<file path="src/rtl/score_pkg.sv">
// Shared types and helpers for the high score tracker: BCD score layout,
// tracker states and digit validation.
package score_pkg;

    typedef logic [3:0] bcd_digit_t;

    typedef struct packed {
        bcd_digit_t hundreds;
        bcd_digit_t tens;
        bcd_digit_t units;
    } bcd_score_t;

    typedef enum logic [2:0] {
        PLAY    = 3'd0,
        CAPTURE = 3'd1,
        COMPARE = 3'd2,
        REC     = 3'd3,
        OVER    = 3'd4
    } tracker_state_t;

    localparam bcd_score_t BCD_ZERO = '{hundreds: 4'd0, tens: 4'd0, units: 4'd0};

    function automatic logic bcd_valid(input bcd_digit_t digit);
        return (digit <= 4'd9);
    endfunction

    // A single bad digit invalidates the whole score, so it reads as 000.
    function automatic bcd_score_t bcd_sanitise(input bcd_score_t score);
        if (bcd_valid(score.hundreds) && bcd_valid(score.tens) && bcd_valid(score.units)) begin
            return score;
        end else begin
            return BCD_ZERO;
        end
    endfunction

endpackage

</file>
<file path="src/rtl/tick_divider.sv">
// Free-running cycle divider: emits a one-cycle tick every TICKS enabled
// cycles; clear forces the count back to zero.
module tick_divider #(
    parameter int TICKS = 12
) (
    input  logic clk,
    input  logic rst_n,
    input  logic en,
    input  logic clear,
    output logic tick
);

    localparam int W = (TICKS > 1) ? $clog2(TICKS) : 1;
    localparam logic [W-1:0] LAST = W'(TICKS - 1);

    logic [W-1:0] count_r;

    // Cycle counter wrapping at the terminal count.
    always_ff @(posedge clk or negedge rst_n) begin
        if (!rst_n) begin
            count_r <= '0;
        end else if (clear) begin
            count_r <= '0;
        end else if (en) begin
            if (count_r == LAST) begin
                count_r <= '0;
            end else begin
                count_r <= count_r + W'(1);
            end
        end else begin
            count_r <= count_r;
        end
    end

    assign tick = en & ~clear & (count_r == LAST);

endmodule

</file>
<file path="src/rtl/high_score_tracker.sv">
// Session high-score tracker: detects game-over, latches the final score,
// keeps the best score and drives the score display mux.
module high_score_tracker
    import score_pkg::*;
#(
    parameter int BLINK_TICKS = 12,
    parameter int ALT_TICKS   = 48
) (
    input  logic       Clock,
    input  logic       Reset_n,
    input  logic       death,
    input  logic       outofbounddeath,
    input  logic [3:0] hundredsDigit,
    input  logic [3:0] tensDigit,
    input  logic [3:0] unitsDigit,
    input  logic       clearBest,
    output logic [3:0] bestHundreds,
    output logic [3:0] bestTens,
    output logic [3:0] bestUnits,
    output logic       newRecord,
    output logic [3:0] dispHundreds,
    output logic [3:0] dispTens,
    output logic [3:0] dispUnits,
    output logic       dispBlank
);

    tracker_state_t state_r;
    bcd_score_t     final_r;
    bcd_score_t     best_r;
    bcd_score_t     disp_r;
    logic           new_record_r;
    logic           blank_r;
    logic           show_best_r;
    logic           over_q_r;

    bcd_score_t     live_s;
    bcd_score_t     best_kept_s;
    logic [11:0]    final_flat_s;
    logic [11:0]    best_flat_s;
    logic           over_s;
    logic           rise_s;
    logic           is_record_s;
    logic           show_next_s;
    logic           blink_tick_s;
    logic           alt_tick_s;
    logic           in_rec_s;
    logic           in_over_s;

    // Input conditioning and datapath helpers.
    always_comb begin
        live_s       = bcd_sanitise('{hundreds: hundredsDigit, tens: tensDigit, units: unitsDigit});
        over_s       = death | outofbounddeath;
        rise_s       = over_s & ~over_q_r;
        best_kept_s  = clearBest ? BCD_ZERO : best_r;
        final_flat_s = final_r;
        best_flat_s  = best_r;
        is_record_s  = (final_flat_s > best_flat_s);
        show_next_s  = show_best_r ^ alt_tick_s;
        in_rec_s     = (state_r == REC);
        in_over_s    = (state_r == OVER);
    end

    tick_divider #(.TICKS(BLINK_TICKS)) u_blink (
        .clk   (Clock),
        .rst_n (Reset_n),
        .en    (in_rec_s),
        .clear (~in_rec_s),
        .tick  (blink_tick_s)
    );

    tick_divider #(.TICKS(ALT_TICKS)) u_alt (
        .clk   (Clock),
        .rst_n (Reset_n),
        .en    (in_over_s),
        .clear (~in_over_s),
        .tick  (alt_tick_s)
    );

    // Tracker state machine with registered display and status outputs.
    always_ff @(posedge Clock or negedge Reset_n) begin
        if (!Reset_n) begin
            state_r      <= PLAY;
            final_r      <= BCD_ZERO;
            best_r       <= BCD_ZERO;
            disp_r       <= BCD_ZERO;
            new_record_r <= 1'b0;
            blank_r      <= 1'b0;
            show_best_r  <= 1'b0;
            over_q_r     <= 1'b0;
        end else begin
            over_q_r <= over_s;
            best_r   <= best_kept_s;
            case (state_r)
                PLAY: begin
                    disp_r <= live_s;
                    if (rise_s) begin
                        state_r <= CAPTURE;
                    end else begin
                        state_r <= PLAY;
                    end
                end
                CAPTURE: begin
                    final_r <= live_s;
                    disp_r  <= live_s;
                    state_r <= COMPARE;
                end
                COMPARE: begin
                    // Compared against the pre-clear best; a clear still wins the write.
                    disp_r      <= final_r;
                    blank_r     <= 1'b0;
                    show_best_r <= 1'b0;
                    if (is_record_s) begin
                        best_r       <= clearBest ? BCD_ZERO : final_r;
                        new_record_r <= 1'b1;
                        state_r      <= REC;
                    end else begin
                        state_r <= OVER;
                    end
                end
                REC: begin
                    if (!over_s) begin
                        state_r      <= PLAY;
                        new_record_r <= 1'b0;
                        blank_r      <= 1'b0;
                        show_best_r  <= 1'b0;
                        disp_r       <= live_s;
                    end else begin
                        disp_r  <= final_r;
                        blank_r <= blank_r ^ blink_tick_s;
                    end
                end
                OVER: begin
                    if (!over_s) begin
                        state_r      <= PLAY;
                        new_record_r <= 1'b0;
                        blank_r      <= 1'b0;
                        show_best_r  <= 1'b0;
                        disp_r       <= live_s;
                    end else begin
                        show_best_r <= show_next_s;
                        disp_r      <= show_next_s ? best_kept_s : final_r;
                    end
                end
                default: begin
                    state_r      <= PLAY;
                    new_record_r <= 1'b0;
                    blank_r      <= 1'b0;
                    show_best_r  <= 1'b0;
                    disp_r       <= live_s;
                end
            endcase
        end
    end

    assign bestHundreds = best_r.hundreds;
    assign bestTens     = best_r.tens;
    assign bestUnits    = best_r.units;
    assign newRecord    = new_record_r;
    assign dispHundreds = disp_r.hundreds;
    assign dispTens     = disp_r.tens;
    assign dispUnits    = disp_r.units;
    assign dispBlank    = blank_r;

endmodule

</file>
<file path="config.mk">
export PLATFORM = sky130hd
export DESIGN_NAME = high_score_tracker
export DESIGN_NICKNAME = d
export VERILOG_FILES = /design/src/rtl/score_pkg.sv /design/src/rtl/tick_divider.sv /design/src/rtl/high_score_tracker.sv
export SDC_FILE = /design/constraint.sdc
export NUM_CORES = 1
export LEC_CHECK = 0
export ABC_AREA = 1
export BUFFER_PORTS_ARGS = -buffer_cell sky130_fd_sc_hd__buf_2
export CORE_MARGIN = 3
export CORE_UTILIZATION = 35
export DETAILED_ROUTE_END_ITERATION = 6
export PLACE_DENSITY = 0.57
export SLEW_MARGIN = 10
export SYNTH_ARGS = -nofsm -noshare
export SYNTH_HDL_FRONTEND = slang
export SYNTH_HIERARCHICAL = 1
export SYNTH_SLANG_ARGS = --single-unit
</file>
<file path="constraint.sdc">
create_clock -name Clock -period 4.1 [get_ports Clock]
set_input_delay 0.82 -clock Clock [delete_from_list [all_inputs] [get_ports Clock]]
set_output_delay 0.82 -clock Clock [all_outputs]
set_load 0.02 [all_outputs]
</file>
=== Word level (Yosys, flattened, before mapping) ===
Index checks and enable logic that the tools add are counted.

* Logic and storage cells: 72
* Register bits after elaboration: 53

* Reductions and logical operators: 8
* Add/subtract/negate cells: 2
* Multiplexer cells: 24
* Bitwise gates (word level): 8
* Eq/ne operators: 10
* Magnitude comparators: 4

{| class="wikitable"
|+ Operators by type and width
! cell !! count
|-
| 12-bit two-way mux || 8
|-
| 12-bit one-hot mux with 3 select lines || 1
|-
| 12-bit > comparator || 1
|-
| 4-bit <= comparator (second input constant) || 3
|-
| 6-bit two-way mux || 2
|-
| 3-bit one-hot mux with 4 select lines || 1
|-
| 1-bit one-hot mux with 3 select lines || 3
|-
| 4-bit two-way mux || 2
|-
| 2-bit inequality test (second input constant) || 4
|-
| 6-bit by 1-bit adder with 6-bit output (second input constant) || 1
|-
| 3-bit by 2-bit == test with 1-bit output (second input constant) || 2
|-
| 6-bit == test (second input constant) || 1
|-
| 3-bit two-way mux || 2
|-
| 1-bit two-way mux || 5
|-
| 4-bit by 1-bit adder with 4-bit output (second input constant) || 1
|-
| 4-bit == test (second input constant) || 1
|-
| 2-bit AND reduction || 2
|-
| 2-bit OR reduction || 2
|-
| 1-bit AND || 3
|-
| 3-bit by 1-bit == test with 1-bit output (second input constant) || 1
|-
| 3-bit == test (second input constant) || 1
|-
| 3-bit zero test || 1
|-
| 3-bit AND reduction || 1
|-
| 1-bit logical AND || 2
|-
| other kinds (3) || 5
|}

=== Logic depth before layout (Yosys ltp) ===
Gate-level depths: netlist (run 1).

* Depth in word-level cells: 6
* Depth in mapped cells: 13
* Depth with buffers taken out: 12

=== Modules after synthesis ===
Netlist (run 1), hierarchy kept.

{| class="wikitable"
|+ Modules (own cells, without submodules)
! module !! times used !! cells each !! area each (sq um)
|-
| high_score_tracker || 1 || 329 || 2518.7
|-
| tick_divider at u_alt || 1 || 42 || 339.1
|-
| tick_divider at u_blink || 1 || 29 || 230.2
|}

=== Least setup slack after synthesis (run 1) ===
OpenSTA, ideal clock, no wires.

* Path type: register -> register
* Start: register best_r (netlist bit bestHundreds[3])
* End: register best_r (netlist bit bestHundreds[0])
* Required time: 3.983 ns
* Setup slack: 2.299 ns
* Cell stages (with the launch flop): 13
* Library setup time: 0.117 ns
* Path buffers: 1
* Clock period less this slack: 1.801 ns
* Data arrival time: 1.684 ns
* Cell sequence: dfrtp_1 -> inv_1 -> ha_1 -> nand2_1 -> inv_1 -> nand2_1 -> nor2_1 -> nand2_1 -> nand3_1 -> nand3_2 -> buf_6 -> nand2_1 -> nand2_1

* Word-level cells in the longest chain between the ends: 3

{| class="wikitable"
|+ RTL lines
! element !! line !! RTL
|-
| from (decl) || high_score_tracker.sv:29 || <nowiki>bcd_score_t best_r;</nowiki>
|-
| from (signal assigned) || high_score_tracker.sv:92 || <nowiki>best_r <= best_kept_s;</nowiki>
|-
| from (signal assigned) || high_score_tracker.sv:113 || <nowiki>best_r <= clearBest ? BCD_ZERO : final_r;</nowiki>
|-
| 12-bit > comparator || high_score_tracker.sv:57 || <nowiki>is_record_s = (final_flat_s > best_flat_s);</nowiki>
|-
| 12-bit two-way mux || high_score_tracker.sv:112 || <nowiki>if (is_record_s) begin</nowiki>
|-
| 12-bit two-way mux || high_score_tracker.sv:93 || <nowiki>case (state_r)</nowiki>
|}

Every way passes these cells.
A chain may end at the register's enable or synchronous reset.

=== Worst setup path in the final report (run 1) ===
* Start: register final_r (netlist bit final_flat_s[11])
* End: register best_r (netlist bit bestHundreds[1])

* Word-level cells in the longest chain between the ends: 3

{| class="wikitable"
|+ RTL lines
! element !! line !! RTL
|-
| from (decl) || high_score_tracker.sv:28 || <nowiki>bcd_score_t final_r;</nowiki>
|-
| from (signal assigned) || high_score_tracker.sv:103 || <nowiki>final_r <= live_s;</nowiki>
|-
| 12-bit > comparator || high_score_tracker.sv:57 ||
|-
| 12-bit two-way mux || high_score_tracker.sv:112 ||
|-
| 12-bit two-way mux || high_score_tracker.sv:93 ||
|}

Every way passes these cells.

==> flow_summary.yaml, run 1 <==
hold_path:
  min_delay_worst_endpoint: "dispUnits[0]"
  min-delay-start: "final_flat_s[0]"
  worstHoldPathCells: 2
  hold_class: "reg -> reg"
floorplan:
  initial_utilization_pct: 36.8
  pin_count: 43
  floorplan.rows: 33
  die_x_um: 99.9
  core_area_um2: 8380
  die_extent_in_y_um: 99.9
  die_area_um2: 9990
worst_setup_path:
  r2r_setup_slack_ns: 1.70
  start_kind: "register"
  timing.setup.critical_path_class: "reg -> reg"
  timing.critical_path.fanout_max: 15
  critPathCaptureType: "register"
  rr_worst_depth: 10
  cpMostUsedCell: "nand2_1"
  capturing_point_of_the_worst_reg2reg_path: "bestHundreds[1]"
  worstPathArrival_ns: 2.60
  crit_slowest_cell: "nand3_2"
  cp_data_required_time_ns: 4.30
  regToRegStartpoint: "final_flat_s[11]"
  worstPathCellList: "ha_1, nand2_1, inv_1, nand2_1, nor2_1, nand2_1, nand3_1, nand3_2, nand2_1, nand2_1"
  delay_of_the_slowest_critical_path_stage_ns: 0.46
global_routing:
  grt_start_max_net_pins: 54
  globalRouteOverflowTotal: 0
  grt.total_usage_pct: 14.7
  first_pass_grt_wire_length_mm: 11.8
  antenna_violations_before_repair: 0
  first_global_vias: 2525
routing:
  routed_wire_length_per_instance_um: 12.8
  final_antenna_net_count: 0
  drt_iter0_drc: 121
  drc_violations: 0
  final_wirelength_mm: 6.96
  drt_first_pass_iters: 4
  routed-via-count: 2528
  route.detailed.vias_per_inst: 4.65
power_and_ir_drop:
  internal_power_mw: 1.06
  ir_drop_v: 0.000205
  power_density_nw_per_um2: 595
  power_frac_clock_pct: 15.4
  sw_frac_of_total_pct: 48.4
  power.switching_mw: 0.996
  power.sequential.fraction_pct: 34.2
  combinationalPowerShare_pct: 50.4
  power.static_leakage_nw: 1.83
  power_mw: 2.06
logic_synthesis:
  number_of_distinct_library_cells_after_synthesis: 35
  syn-cell-area_um2: 3090
  ys_ff_latch: 53
  yosysWarnings: 6
  synth.yosys.seq_area_share_pct: 42.9
  synthFlopType: "dfrtp_1"
  synth_area_per_cell_um2: 7.72
  net_count_synth: 431
  netlist_instances: 400
  synth_edf_count: 0
  async_reset_ff_share_pct: 100
timing:
  worst-slew-pin-transition_ns: 0.698
  skew_ns: 0.0137
  hold_violations: 0
  setup_slack_ns: 1.70
  max_freq_ghz: 0.417
  shortest_clock_period_the_worst_path_allows_after_layout_ns: 2.40
  setup-violations-final: 0
  timing_max_transition_violations_final: 0
  final.period_utilization_pct: 58.5
  final.setup.tns_ns: 0
  setup_repair_after_global_routing_missed_its_margin: "no"
  slew_headroom_pct: 53.3
cts:
  cts-htree-levels: 2
  cts.path.max_buffers: 2
  clkLatencyLatePin_ns: 0.31
  cts-buffers-inserted: 5
  cts.sinks: 53
  cts_tree: "yes"
  clockRootBuffer: "clkbuf_8"
  post-cts-setup-buffers: 0
  cts_hold_repair.buffers: 0
  clk_pin_slew_ns: 0.10
  cts_resized: 0
final_layout:
  final_core_util_pct: 41.3
  fin_area_um2: 3460
  layout.cells.most_common_list: "111 x nand2_1, 73 x inv_1, 53 x dfrtp_1"
  layout-drive-gt1-share_pct: 18.0
  layout.cells.most_common: "nand2_1"
  nNetsFinal: 469
  syn_to_final_growth_pct: 12.0
  num-fill-cells: 861
  diodes: 0
placed_design:
  dpl-instance-area_um2: 3360
  dpl_worst_slack_ns: 1.69
  place.detailed.hpwl_mm: 4.83
  placement.io_buffers: 42
  gpl.final_weighted_congestion: 0.732
run:
  maxCapViolCount: 0
outcome:
  outcome: "complete, no violations"
## cells by family after synthesis
logic type	share of synthesized area, %
simple gates	29.0
flops	42.9
fa+ha+maj	5.67
compound gates	9.36
buf+inv	11.6
xor+xnor	1.42
## how the worst max path moves through the flow
stage / from / to / depth (start not counted)
2_1_floorplan: bestHundreds[3] / bestHundreds[0] / 12
3_3_place_gp: hundredsDigit[1] / dispHundreds[3] / 6
3_5_place_dp: hundredsDigit[1] / dispHundreds[3] / 6
4_1_cts: final_flat_s[11] / bestHundreds[1] / 10
5_1_grt: bestHundreds[1] / bestTens[0] / 11
6_report: final_flat_s[11] / bestHundreds[1] / 10
## per-stage QoR
step | hold WS, ns | cells
floorplan | 0.460 | 400
global placement | 0.477 | 536
detailed placement | 0.480 | 536
CTS | 0.502 | 544
global route | 0.529 | 544
finish | 0.492 | 544
## layout make-up
cell class	count	area, um^2	area share [%]
tap	105	131	3.80
timing repair buffer	43	218	6.29
clock buffer	6	82.6	2.39
sequential	53	1330	38.3
clock inverter	2	13.8	0.398
inverter	75	284	8.21
multi-input combinational	260	1400	40.6
## state kept, by name (all words and copies together) (netlist names), 3 cells and up
register and flops:
u_blink/count_r 4, bestHundreds 4, bestUnits 4, final_flat_s 12
u_alt/count_r 6, dispTens 4, dispHundreds 4, dispUnits 4
state_r 3, bestTens 4
## cells in the mapped netlist, types with 2 or more instances
cell / instances / share of area [%]
o21ai_0: 16 / 2.6
inv_1: 73 / 8.9
nor2_1: 45 / 5.5
buf_2: 2 / 0.32
nand4_1: 15 / 3.0
clkbuf_1: 6 / 0.73
nand3_1: 10 / 1.6
o211ai_1: 3 / 0.73
o21ai_1: 3 / 0.49
a21oi_1: 4 / 0.65
nand2_1: 111 / 13
buf_6: 3 / 1.1
nand2_2: 2 / 0.41
nor2_2: 5 / 1.0
ha_1: 14 / 5.7
nand3_2: 5 / 1.6
o211ai_2: 9 / 3.6
xnor2_1: 4 / 1.1
nor3_1: 2 / 0.32
dfrtp_1: 53 / 43
## critical path: cells and delay by family, from the launching register on
family        cells  cell delay, ns
fa+ha+maj         1            0.30
buf+inv           1            0.05
flops             1            0.41
simple gates      8            1.52
## power groups by stage
stage | registers (mW) | logic [mW] | clock network (mW)
after detailed placement | 0.716 | 1.04 | 0
after global routing | 0.721 | 1.19 | 0.349
after floorplan | 0.761 | 0.741 | 0
after CTS | 0.706 | 1.05 | 0.329
final | 0.705 | 1.04 | 0.317
after global placement | 0.715 | 1.04 | 0
## per-layer routing
layer | GRT usage [%] | wire length, um | vias up
met5 | 0 | 0 | -
met4 | 3.26 | 72 | 0
met3 | 2.50 | 308 | 6
met2 | 25.3 | 3200 | 43
met1 | 19.4 | 3380 | 1157
li1 | - | - | 1322
Note: power is estimated with default switching activity, not from simulation.
==> run 2: changes to the inputs <==
==> constraint.sdc (replaced) <==
create_clock -name Clock -period 2.3 [get_ports Clock]
set_input_delay 0.46 -clock Clock [delete_from_list [all_inputs] [get_ports Clock]]
set_output_delay 0.46 -clock Clock [all_outputs]
set_load 0.02 [all_outputs]
==> flow_summary.yaml, run 2 (same netlist as run 1, synthesis figures left out) <==
final_layout:
  num-fill-cells: 883
  layout.cells.most_common_list: "111 x nand2_1, 73 x inv_1, 53 x dfrtp_1"
  fin_area_um2: 3510
  layout.cells.most_common: "nand2_1"
  final_std_cells_w_o_fill: 551
  syn_to_final_growth_pct: 13.7
  nNetsFinal: 477
  layout-drive-gt1-share_pct: 19.1
  diodes: 0
  largest_reg_flops: 12
hold_path:
  hold_class: "in -> async"
timing:
  final.setup.tns_ns: 0
  hold_violations: 0
  timing_max_transition_violations_final: 0
  final.period_utilization_pct: 84.2
  max_freq_ghz: 0.516
  slew_headroom_pct: 55.5
  skew_ns: 0.0102
  setup-violations-final: 0
  shortest_clock_period_the_worst_path_allows_after_layout_ns: 1.94
  worst-slew-pin-transition_ns: 0.667
  worst_hold_slack_ns: 0.0996
  setup_repair_after_global_routing_missed_its_margin: "no"
cts:
  cts.path.max_buffers: 2
  cts.sinks: 53
  cts_resized: 0
  clkLatencyLatePin_ns: 0.31
  post-cts-setup-buffers: 0
  cts_tree: "yes"
  cts-buffers-inserted: 5
  cts-htree-levels: 2
  clk_pin_slew_ns: 0.09
  cts_hold_repair.buffers: 0
  clockRootBuffer: "clkbuf_8"
power_and_ir_drop:
  power_mw: 3.83
  power_density_nw_per_um2: 1090
  power.static_leakage_nw: 1.86
  ir_drop_v: 0.000498
worst_setup_path:
  crit_start: "state_r[0]"
  timing.critical_path.fanout_max: 13
  start_kind: "register"
  rr_worst_depth: 8
  capturing_point_of_the_worst_reg2reg_path: "dispUnits[3]"
  worstPathArrival_ns: 2.16
  timing.setup.critical_path_class: "reg -> reg"
  regToRegStartpoint: "state_r[0]"
  r2r_setup_slack_ns: 0.36
  cp_data_required_time_ns: 2.52
  critPathCaptureType: "register"
global_routing:
  grt.total_usage_pct: 15.3
  grt_start_max_net_pins: 25
  globalRouteOverflowTotal: 0
  first_pass_grt_wire_length_mm: 12.3
  first_global_vias: 2490
  antenna_violations_before_repair: 0
placed_design:
  placement.io_buffers: 42
  gpl.final_weighted_congestion: 0.792
  place.detailed.hpwl_mm: 5.16
  dpl-instance-area_um2: 3420
  dp.cells: 544
routing:
  detail_route.wirelength.met1_mm: 3.45
  drc_violations: 0
  final_wirelength_mm: 7.09
  drt_iter0_drc: 94
  routed_wire_length_per_instance_um: 12.9
  route.detailed.vias_per_inst: 4.70
  final_antenna_net_count: 0
  drt_first_pass_iters: 4
  routed-via-count: 2588
  met3WireLength_um: 266
  met2WireLength_mm: 3.28
  top_signal_layer_used: "met4"
run:
  maxCapViolCount: 0
floorplan:
  die_area_um2: 9990
  die_extent_in_y_um: 99.9
  initial_utilization_pct: 36.8
  core_area_um2: 8380
  floorplan.rows: 33
  pin_count: 43
  die_x_um: 99.9
outcome:
  outcome: "complete, no violations"
## run 2: cell count changes in the layout (fill, tap and decap cells not counted)
cell,delta
clkinv_4,-1
buf_4,+8
clkinv_2,-1
clkbuf_1,+1
## run 2: area by class of cell
class | count | area, um^2 | share of cell area [%]
multi-input cells | 260 | 1400 | 40.0
flip-flops and latches | 53 | 1330 | 37.8
clock buffers | 7 | 86.3 | 2.46
well taps | 105 | 131 | 3.74
inverters | 75 | 284 | 8.09
repair buffers | 51 | 278 | 7.91
## run 2: power breakdown
group | internal, mW | switching (mW) | leakage (nW)
clock network | 0.240 | 0.306 | 0.0443
registers | 1.13 | 0.133 | 0.722
logic | 0.650 | 1.37 | 1.10
total | 2.02 | 1.81 | 1.86
## run 2: per-layer routing
metal | global-route usage (%) | vias up
met4 | 3.89 | 0
met2 | 25.0 | 43
met3 | 2.50 | 8
met1 | 21.2 | 1201
met5 | 0 | -
li1 | - | 1336
## run 2: worst max path at each step
stage | to | slack (ns) | cells past startpoint
after global routing | dispUnits[3] | 0.14 | 11
after detailed placement | dispUnits[1] | 0.38 | 8
after CTS | dispUnits[3] | 0.35 | 8
after floorplan | bestHundreds[0] | 0.50 | 12
after global placement | dispUnits[3] | 0.39 | 8
final | dispUnits[3] | 0.36 | 8
## run 2: per-stage QoR
stage | setup slack, ns | utilization, %
after floorplan | 0.499 | -
after global placement | 0.391 | 40.8
after detailed placement | 0.384 | 40.8
after CTS | 0.346 | 41.9
after global routing | 0.142 | 41.9
final | 0.363 | 41.9
## run 2: worst max-delay path: stages (launching register included)
cell and delay, ns:
dfrtp_1 0.46, nor2_2 0.16, nand2_2 0.10, inv_4 0.09, nand2_1 0.10, nor3_1 0.23
xnor2_1 0.13, or2_4 0.36, o211ai_1 0.22
==> run 3: changes to the inputs <==
==> constraint.sdc (replaced) <==
create_clock -name Clock -period 1.99 [get_ports Clock]
set_input_delay 0.398 -clock Clock [delete_from_list [all_inputs] [get_ports Clock]]
set_output_delay 0.398 -clock Clock [all_outputs]
set_load 0.02 [all_outputs]
==> flow_summary.yaml, run 3 (same netlist as run 1, synthesis figures left out) <==
power_and_ir_drop:
  power.sequential.fraction_pct: 30.8
  power.static_leakage_nw: 1.92
  sw_frac_of_total_pct: 46.9
  combinationalPowerShare_pct: 55.0
  power.switching_mw: 2.22
  power_density_nw_per_um2: 1300
  power_frac_clock_pct: 14.1
  internal_power_mw: 2.51
  ir_drop_v: 0.000708
final_layout:
  num-fill-cells: 866
  nNetsFinal: 482
  regArea_um2: 1330
  layout.cells.most_common: "nand2_1"
  syn_to_final_growth_pct: 17.3
  largest_reg_flops: 12
  diodes: 0
  multi_input_comb_area_um2: 1440
  layout.cells.most_common_list: "110 x nand2_1, 73 x inv_1, 52 x dfrtp_1"
  layout-drive-gt1-share_pct: 21.5
cts:
  cts.path.max_buffers: 2
  cts_tree: "yes"
  cts_hold_repair.buffers: 0
  clkLatencyLatePin_ns: 0.30
  clockRootBuffer: "clkbuf_8"
  cts-buffers-inserted: 5
  clk_pin_slew_ns: 0.10
  cts-htree-levels: 2
  cts.sinks: 53
worst_setup_path:
  crit_path_leading_delay_family: "simple AND/OR/NAND/NOR gates"
  cpMostUsedCell: "nand2_2"
  cp_data_required_time_ns: 2.21
  crit_slowest_cell: "dfrtp_2"
  worstPathArrival_ns: 2.09
  worstPathCellList: "nor2_2, nand2_2, inv_4, nand2_2, nor3_4, xnor2_2, or2_4, o211ai_1"
  timing.critical_path.fanout_max: 7
  critPathCaptureType: "register"
  timing.critical_path.buf_inv: 1
  start_kind: "register"
  delay_of_the_slowest_critical_path_stage_ns: 0.43
  timing.setup.critical_path_class: "reg -> reg"
routing:
  drt_iter0_drc: 106
  routed-via-count: 2595
  route.detailed.vias_per_inst: 4.66
  routed_wire_length_per_instance_um: 13.4
  drc_violations: 0
  final_wirelength_mm: 7.44
  final_antenna_net_count: 0
  drt_first_pass_iters: 4
timing:
  final.setup.tns_ns: 0
  timing_max_transition_violations_final: 0
  worst-slew-pin-transition_ns: 0.525
  setup_slack_ns: 0.123
  final.period_utilization_pct: 93.8
  slew_headroom_pct: 65.0
  hold_violations: 0
  max_freq_ghz: 0.536
  setup_repair_after_global_routing_missed_its_margin: "no"
  skew_ns: 0.00777
  shortest_clock_period_the_worst_path_allows_after_layout_ns: 1.87
  setup-violations-final: 0
global_routing:
  first_global_vias: 2491
  antenna_violations_before_repair: 0
  first_pass_grt_wire_length_mm: 11.9
  globalRouteOverflowTotal: 0
  grt_start_max_net_pins: 33
  grt.total_usage_pct: 15.0
run:
  maxCapViolCount: 0
placed_design:
  dpl_worst_slack_ns: 0.0319
  placement.io_buffers: 42
  gpl.final_weighted_congestion: 0.763
  place.detailed.hpwl_mm: 5.13
floorplan:
  die_x_um: 99.9
  die_extent_in_y_um: 99.9
  floorplan.rows: 33
  die_area_um2: 9990
  core_area_um2: 8380
  initial_utilization_pct: 36.8
  pin_count: 43
outcome:
  outcome: "complete, no violations"
hold_path:
  hold_class: "in -> async"
run 3: path summary, 6_finish.rpt:
kind / endpoint / slack, ns / startpoint / cells past startpoint
worst max-delay path: dispTens[0] / 0.12 / state_r[0] / 8
min in group Clock: final_flat_s[4] / 0.43 / tensDigit[0] / 5
worst max register to register: dispTens[0] / 0.12 / state_r[0] / 8
worst min register to register: dispUnits[0] / 0.50 / final_flat_s[0] / 2
max in group asynchronous: state_r[0] / 1.37 / Reset_n / 2
worst min-delay path: u_blink/count_r[2] / 0.05 / Reset_n / 1
run 3: layer usage:
layer / up-vias / GRT usage, % / wire length, um
li1: 1345 / - / -
met1: 1184 / 20.4 / 3450
met2: 51 / 24.4 / 3490
met3: 15 / 2.71 / 341
met4: 0 / 4.31 / 166
met5: - / 0 / 0
run 3: worst register-to-register path: stages (launching register included):
cell      delay, ns
dfrtp_2        0.43
nor2_2         0.16
nand2_2        0.11
inv_4          0.10
nand2_2        0.09
nor3_4         0.17
xnor2_2        0.14
or2_4          0.35
o211ai_1       0.22
run 3: stage by stage:
step,utilization [%],instance area (um^2),power (mW),instances,hold WS [ns]
floorplan,-,3090,3.09,400,0.102
global route,43.2,3620,5.10,557,0.0938
CTS,42.4,3560,4.66,553,0.0723
global placement,41.2,3460,3.97,545,0.414
finish,43.2,3620,4.73,557,0.0546
detailed placement,41.2,3460,3.97,545,0.415
run 3: layout make-up:
type                       count  area share (%)
multi-input combinational    261            39.9
sequential                    53            36.7
timing repair buffer          55            9.19
inverter                      75            7.84
tap                          105            3.63
clock buffer                   7            2.66
clock inverter                 1           0.138
run 3: timing repair:
action,in CTS,in global routing
endpoints found under the setup margin,2,27
gates resized for setup,0,8
pin swaps,1,4
cloned,0,1
buffers inserted,0,3
run 3: power by group through the flow:
stage / Combinational (mW) / Clock, mW / Sequential, mW
6_report: 2.60 / 0.668 / 1.46
4_1_cts: 2.50 / 0.696 / 1.46
5_1_grt: 2.87 / 0.740 / 1.49
2_1_floorplan: 1.53 / 0 / 1.57
3_3_place_gp: 2.49 / 0 / 1.48
3_5_place_dp: 2.49 / 0 / 1.48
